===== src/rtl/filter_bank.sv =====
// ============================================================================
// Module   : filter_bank
// Purpose  : Per-channel glitch filters with true/complement outputs, change
//            pulses, and an optional grouped snapshot scan port.
//            Optional feature macro: FILTER_BANK_SCAN_EN (scan port built).
// Revision : 1.0 - initial release
// ============================================================================
`default_nettype none

module filter_bank #(
    parameter  int CHANNELS = 32,
    parameter  int DEPTH    = 4,
    parameter  int LANES    = 8,
    localparam int GROUPS   = CHANNELS / LANES,
    localparam int GW       = (GROUPS > 1) ? $clog2(GROUPS) : 1
) (
    input  logic                clk,
    input  logic                rst_n,
    input  logic [0:CHANNELS-1] raw_in,
    input  logic                bypass,
    output logic [0:CHANNELS-1] filt_out,
    output logic [0:CHANNELS-1] filt_n_out,
    output logic [0:CHANNELS-1] change_pulse,
    input  logic                scan_start,
    output logic                scan_busy,
    output logic                scan_valid,
    input  logic                scan_ready,
    output logic [GW-1:0]       scan_group,
    output logic [0:LANES-1]    scan_data,
    output logic                scan_done
);

    localparam logic [7:0] C_DEPTH_M1 = 8'(DEPTH - 1);

    logic [0:CHANNELS-1] w_filt;
    logic [0:CHANNELS-1] w_chg;

    for (genvar n = 0; n < CHANNELS; n++) begin : g_ch
        logic       r_filt;
        logic       r_chg;
        logic [7:0] r_cnt;

        always_ff @(posedge clk or negedge rst_n) begin
            if (!rst_n) begin
                r_filt <= 1'b0;
                r_chg  <= 1'b0;
                r_cnt  <= 8'd0;
            end else if (bypass) begin
                r_filt <= raw_in[n];
                r_chg  <= raw_in[n] ^ r_filt;
                r_cnt  <= 8'd0;
            end else if (raw_in[n] == r_filt) begin
                r_chg  <= 1'b0;
                r_cnt  <= 8'd0;
            end else if (r_cnt == C_DEPTH_M1) begin
                r_filt <= raw_in[n];
                r_chg  <= 1'b1;
                r_cnt  <= 8'd0;
            end else begin
                r_chg  <= 1'b0;
                r_cnt  <= r_cnt + 8'd1;
            end
        end

        assign w_filt[n] = r_filt;
        assign w_chg[n]  = r_chg;
    end

    assign filt_out     = w_filt;
    assign filt_n_out   = ~w_filt;
    assign change_pulse = w_chg;

`ifdef FILTER_BANK_SCAN_EN
    typedef enum logic [1:0] {
        S_IDLE = 2'd0,
        S_LOAD = 2'd1,
        S_SHOW = 2'd2
    } scan_state_t;

    localparam logic [GW-1:0] C_LAST_GROUP = GW'(GROUPS - 1);

    scan_state_t         r_state;
    logic [0:CHANNELS-1] r_snap;
    logic [GW-1:0]       r_group;
    logic                w_show;

    // Snapshot takes the pre-edge filter state so a scan never mixes old/new levels.
    always_ff @(posedge clk or negedge rst_n) begin
        if (!rst_n) begin
            r_state <= S_IDLE;
            r_snap  <= '0;
            r_group <= '0;
        end else begin
            case (r_state)
                S_IDLE: begin
                    if (scan_start) begin
                        r_snap  <= w_filt;
                        r_group <= '0;
                        r_state <= S_LOAD;
                    end
                end
                S_LOAD: r_state <= S_SHOW;
                S_SHOW: begin
                    if (scan_ready) begin
                        if (r_group == C_LAST_GROUP) begin
                            r_group <= '0;
                            r_state <= S_IDLE;
                        end else begin
                            r_group <= r_group + 1'b1;
                        end
                    end
                end
                default: r_state <= S_IDLE;
            endcase
        end
    end

    assign w_show     = (r_state == S_SHOW);
    assign scan_valid = w_show;
    assign scan_busy  = (r_state != S_IDLE);
    assign scan_done  = w_show & scan_ready & (r_group == C_LAST_GROUP);
    assign scan_group = w_show ? r_group : '0;
    assign scan_data  = w_show ? r_snap[int'(r_group) * LANES +: LANES] : '0;
`else
    logic w_unused_scan;

    assign w_unused_scan = scan_start ^ scan_ready;
    assign scan_busy     = 1'b0;
    assign scan_valid    = 1'b0;
    assign scan_done     = 1'b0;
    assign scan_group    = '0;
    assign scan_data     = '0;
`endif

endmodule

`default_nettype wire


===== config.mk =====
export PLATFORM = sky130hd
export DESIGN_NAME = filter_bank
export DESIGN_NICKNAME = d
export VERILOG_FILES = /design/src/rtl/filter_bank.sv
export SDC_FILE = /design/constraint.sdc
export NUM_CORES = 1
export LEC_CHECK = 0
export BUFFER_PORTS_ARGS = -buffer_cell sky130_fd_sc_hd__buf_2
export CAP_MARGIN = 20
export CORE_ASPECT_RATIO = 1.1
export CORE_UTILIZATION = 39
export CTS_CLUSTER_DIAMETER = 100
export DETAILED_ROUTE_END_ITERATION = 10
export GPL_TIMING_DRIVEN = 0
export HOLD_SLACK_MARGIN = 0.12
export PLACE_DENSITY_LB_ADDON = 0.15
export RECOVER_POWER = 50
export SYNTH_ARGS = -nofsm -noshare
export SYNTH_HDL_FRONTEND = slang
export SYNTH_SLANG_ARGS = --single-unit

===== constraint.sdc =====
create_clock -name clk -period 1.8 [get_ports clk]
set_clock_uncertainty 0.05 [all_clocks]
set_input_delay 0.18 -clock clk [delete_from_list [all_inputs] [get_ports clk]]
set_output_delay 0.18 -clock clk [all_outputs]
set_load 0.03 [all_outputs]

Word-level counts from Yosys, hierarchy flattened
Cells that the tools add are included.
Storage, ports and cells
  logic and storage cells: 609
  flip-flop bits (word level): 320
  input bits: 37
Cells by class
  equality and inequality tests: 96
  add/sub/neg operators: 32
  bitwise gates (word level): 33
  reduce and logical (&&, ||, !) cells: 64
  mux-type cells: 288
Operators by type and width (count)
  two-way mux 8 bit: 96
  adder 8 x 1 -> 8 bit, second input constant: 32
  == test 8 x 2 -> 1 bit, second input constant: 32
  two-way mux 1 bit: 192
  inequality test 2 bit, second input constant: 32
  AND reduction 2 bit: 32
  nonzero test 2 bit: 32
  == test 1 bit: 32
  inverter 32 bit: 1
  XOR 1 bit: 32

Logic depth before layout (Yosys ltp)
  depth after elaboration: 4
  mapped depth: 4
  mapped depth without buffers: 4

Worst setup path after synthesis
OpenSTA, ideal clock, no wires.
  kind: reg2reg
  start point: register g_ch[16].r_cnt[5]
  end point: register g_ch[16].r_filt
  stages on the path, launching flop included: 4
  clock period less this slack: 1.738 ns
  setup time: 0.125 ns
  path buffers: 0
  arrival: 1.563 ns
  path slack: 0.062 ns
  cells stage by stage: dfrtp_1 > or4_4 > o41a_1 > mux2_4
Between the ends
  word-level cells in the longest chain between the ends: 3
Ends and longest elaborated chain
  from (decl): line 41  | logic [7:0] r_cnt;
  from (signal assigned): line 61  | r_cnt <= r_cnt + 8'd1;
  == test 8 x 2 -> 1 bit: line 55  | end else if (r_cnt == C_DEPTH_M1) begin
  nonzero test 2 bit (no source line)
  AND reduction 2 bit (no source line)
  to (signal assigned): line 49  | r_filt <= raw_in[n];
  to (signal assigned): line 56  | r_filt <= raw_in[n];
  to (decl): line 39  | logic r_filt;
Every way passes these cells.
A chain may end at the register's enable or synchronous reset.

Final worst setup path
Ends and elaborated chain as after synthesis.

==> out/results.ini <==
[floorplan]
core_area_um2=38100
dieArea_um2=39400
die_width_um=189
fp-row-count=75
io_pins=146
die_y_um=208
start_util_pct=39.5

[timing]
setup_viol=2
layout_setup_ws_ns=-0.0228
hold_viol_final=0
slew_headroom_pct=32.6
timing.fmax_mhz=549
period_share_pct=101
finalMaxSlewViolations=0
post-route-min-period_ns=1.82
rsz0062_at_grt=true
tightest_slew_ns=1.01
holdWs_ns=0.223

[worst_setup_path]
cp.required_ns=2.16
worstSetupStartpointType=flop
worstPathArrival_ns=2.18
path_max_fanout=5
endpoint_kind=flop
worst-setup-path-type=reg -> reg

[run_status]
status=finished with violations
violations=negative setup slack

[global_route]
antenna_found_initial=0
grt_pass1_vias=10875
grt_overflow_total=0
grt_first_pass_wirelength_mm=50.2
grt_max_degree=118
globalRouteTotalUtil_pct=15.2

[clock_network]
cts_sinks=320
cts.path.max_buffers=3
clock_latency_ns=0.52
clkTransAtPathRegs_ns=0.06
cts-root-buf=clkbuf_16
cts_buffers=38
cts_tree=done
htree_levels=2

[yosys]
yosysSeqAreaShare_pct=53.2
avgSynthCellArea_um2=10.3
synth_top_cell_by_area=dfrtp_1
synth_ff_type=dfrtp_1
yosysWarnings=0
synth.area.top_cells=dfrtp_1 (53%), xor2_1 (4.4%), or3_1 (4.4%), nor2_1 (4.0%), buf_4 (3.8%)
synth_top_area_share_pct=53.2
async_reset_ff_share_pct=100
synth_edf_count=0
synthesis.area_um2=15100
synthDistinctLibCells=38
synth_cells=1465
ys_ff_latch=320

[routing]
firstDrtPassIters=4
drt-initial-drc-count=520
drt-wirelength-per-cell_um=13.2
wl_mm=29.3
antenna_left=0
drt_drc_violations_left=0
viasPerCell=4.97
vias=11040

[pwr]
leakage_nw=7.81
irDropWorstVdd_mv=0.612
power-per-cell-area_nw_per_um2=964

[placed_design]
dp.final_hpwl_mm=18.6
place_inst=2109
place.gp.congestion=0.766
io_buffers=130

[cells_and_area]
fin_nets=1765
syn_to_final_growth_pct=20.9
final_cells=2223
final_cell_mix=dfrtp_1 (320), nor2_1 (161), a21oi_1 (112), clkbuf_1 (109), or3_1 (106)
drive_gt1_share_pct=13.4
n_antenna_cell=0
postLayoutCoreUtil_pct=47.8
layout_commonest_cell=dfrtp_1

[worst_hold_path]
hp-class=in -> reg

[flow_run]
maxCapViolCount=0

[routing by layer]
metal	GRT usage, %	vias to the layer above	share of wire [%]
met5	0	-	0
met1	19.4	5284	46
met4	5.01	0	2.2
met3	2.87	50	3.5
met2	25.6	154	48
li1	-	5552	-
[path summary, 6_finish.rpt]
check | slack, ns | cells after the start | endpoint | start
worst max-delay path | -0.02 | 3 | g_ch[16].r_filt$_DFFE_PN0P_ | g_ch[16].r_cnt[5]$_DFF_PN0_
worst min-delay path | 0.22 | 4 | g_ch[29].r_filt$_DFFE_PN0P_ | bypass
worst max register to register | -0.02 | 3 | g_ch[16].r_filt$_DFFE_PN0P_ | g_ch[16].r_cnt[5]$_DFF_PN0_
worst min register to register | 0.41 | 1 | g_ch[18].r_cnt[0]$_DFF_PN0_ | g_ch[18].r_cnt[0]$_DFF_PN0_
max in group asynchronous | 0.26 | 3 | g_ch[18].r_cnt[4]$_DFF_PN0_ | rst_n
min in group asynchronous | 0.35 | 2 | g_ch[6].r_cnt[4]$_DFF_PN0_ | rst_n
[state kept, by name (all words and copies together) (netlist names)]
signal       flops
g_ch.r_chg      32
g_ch.r_cnt     256
g_ch.r_filt     32
[what timing repair did]
action	CTS	global route
endpoints found under the hold margin	261	0
cloned	0	0
hold buffers	34	0
buffers inserted	2	11
setup endpoints to repair	37	76
pin swaps	4	15
gates resized for setup	23	29
[synthesized netlist by cell type (23+ instances only)]
master	count
mux2_1	31
dfrtp_1	320
o21ai_0	96
or3_1	106
a21oi_1	112
xor2_1	76
inv_1	53
ha_1	32
nand3_1	102
nor2_1	161
xnor2_1	52
nand4_1	32
nand2_1	58
nor3_1	23
buf_4	77
[final cells by class]
| class | instances | area (um^2) |
|---|---|---|
| inverter | 55 | 206 |
| buffer | 86 | 616 |
| fill | 3637 | 19900 |
| timing repair buffer | 179 | 1020 |
| clock inverter | 13 | 149 |
| clock buffer | 54 | 1120 |
| sequential | 320 | 8010 |
| multi-input combinational | 1016 | 6460 |
| tap | 500 | 626 |
[worst max-delay path, cell delays in order (launching register included)]
cell,delay [ns]
dfrtp_1,0.41
or4_4,0.57
o41a_1,0.37
mux2_4,0.31
[stage by stage]
step	setup slack (ns)	TNS [ns]	area (um^2)	power [mW]
after floorplan	0.0618	0	15100	9.27
after global placement	-5.89	-1938.19	16400	9.92
after detailed placement	-0.590	-66.99	16400	9.96
after CTS	-0.0254	-0.0254	18200	17.9
after global routing	-0.0722	-2.28	18200	18.4
final	-0.0228	-0.0293	18200	17.6
[logic make-up after synthesis]
logic type / after synthesis / share of synthesized area [%]
compound gates: 266 / 10.2
buf+inv: 141 / 5.44
xor+xnor: 128 / 7.44
simple gates: 545 / 18.7
mux: 32 / 2.42
flops: 320 / 53.2
fa+ha+maj: 32 / 2.66
other cells: 1 / 0.0249
[report_power, final]
group / internal [mW] / switching, mW / total [mW]
Clock: 4.76 / 2.94 / 7.70
Sequential: 7.49 / 0.249 / 7.74
Combinational: 0.763 / 1.34 / 2.11
Total: 13.0 / 4.53 / 17.6
(Power assumes the default switching activity.)
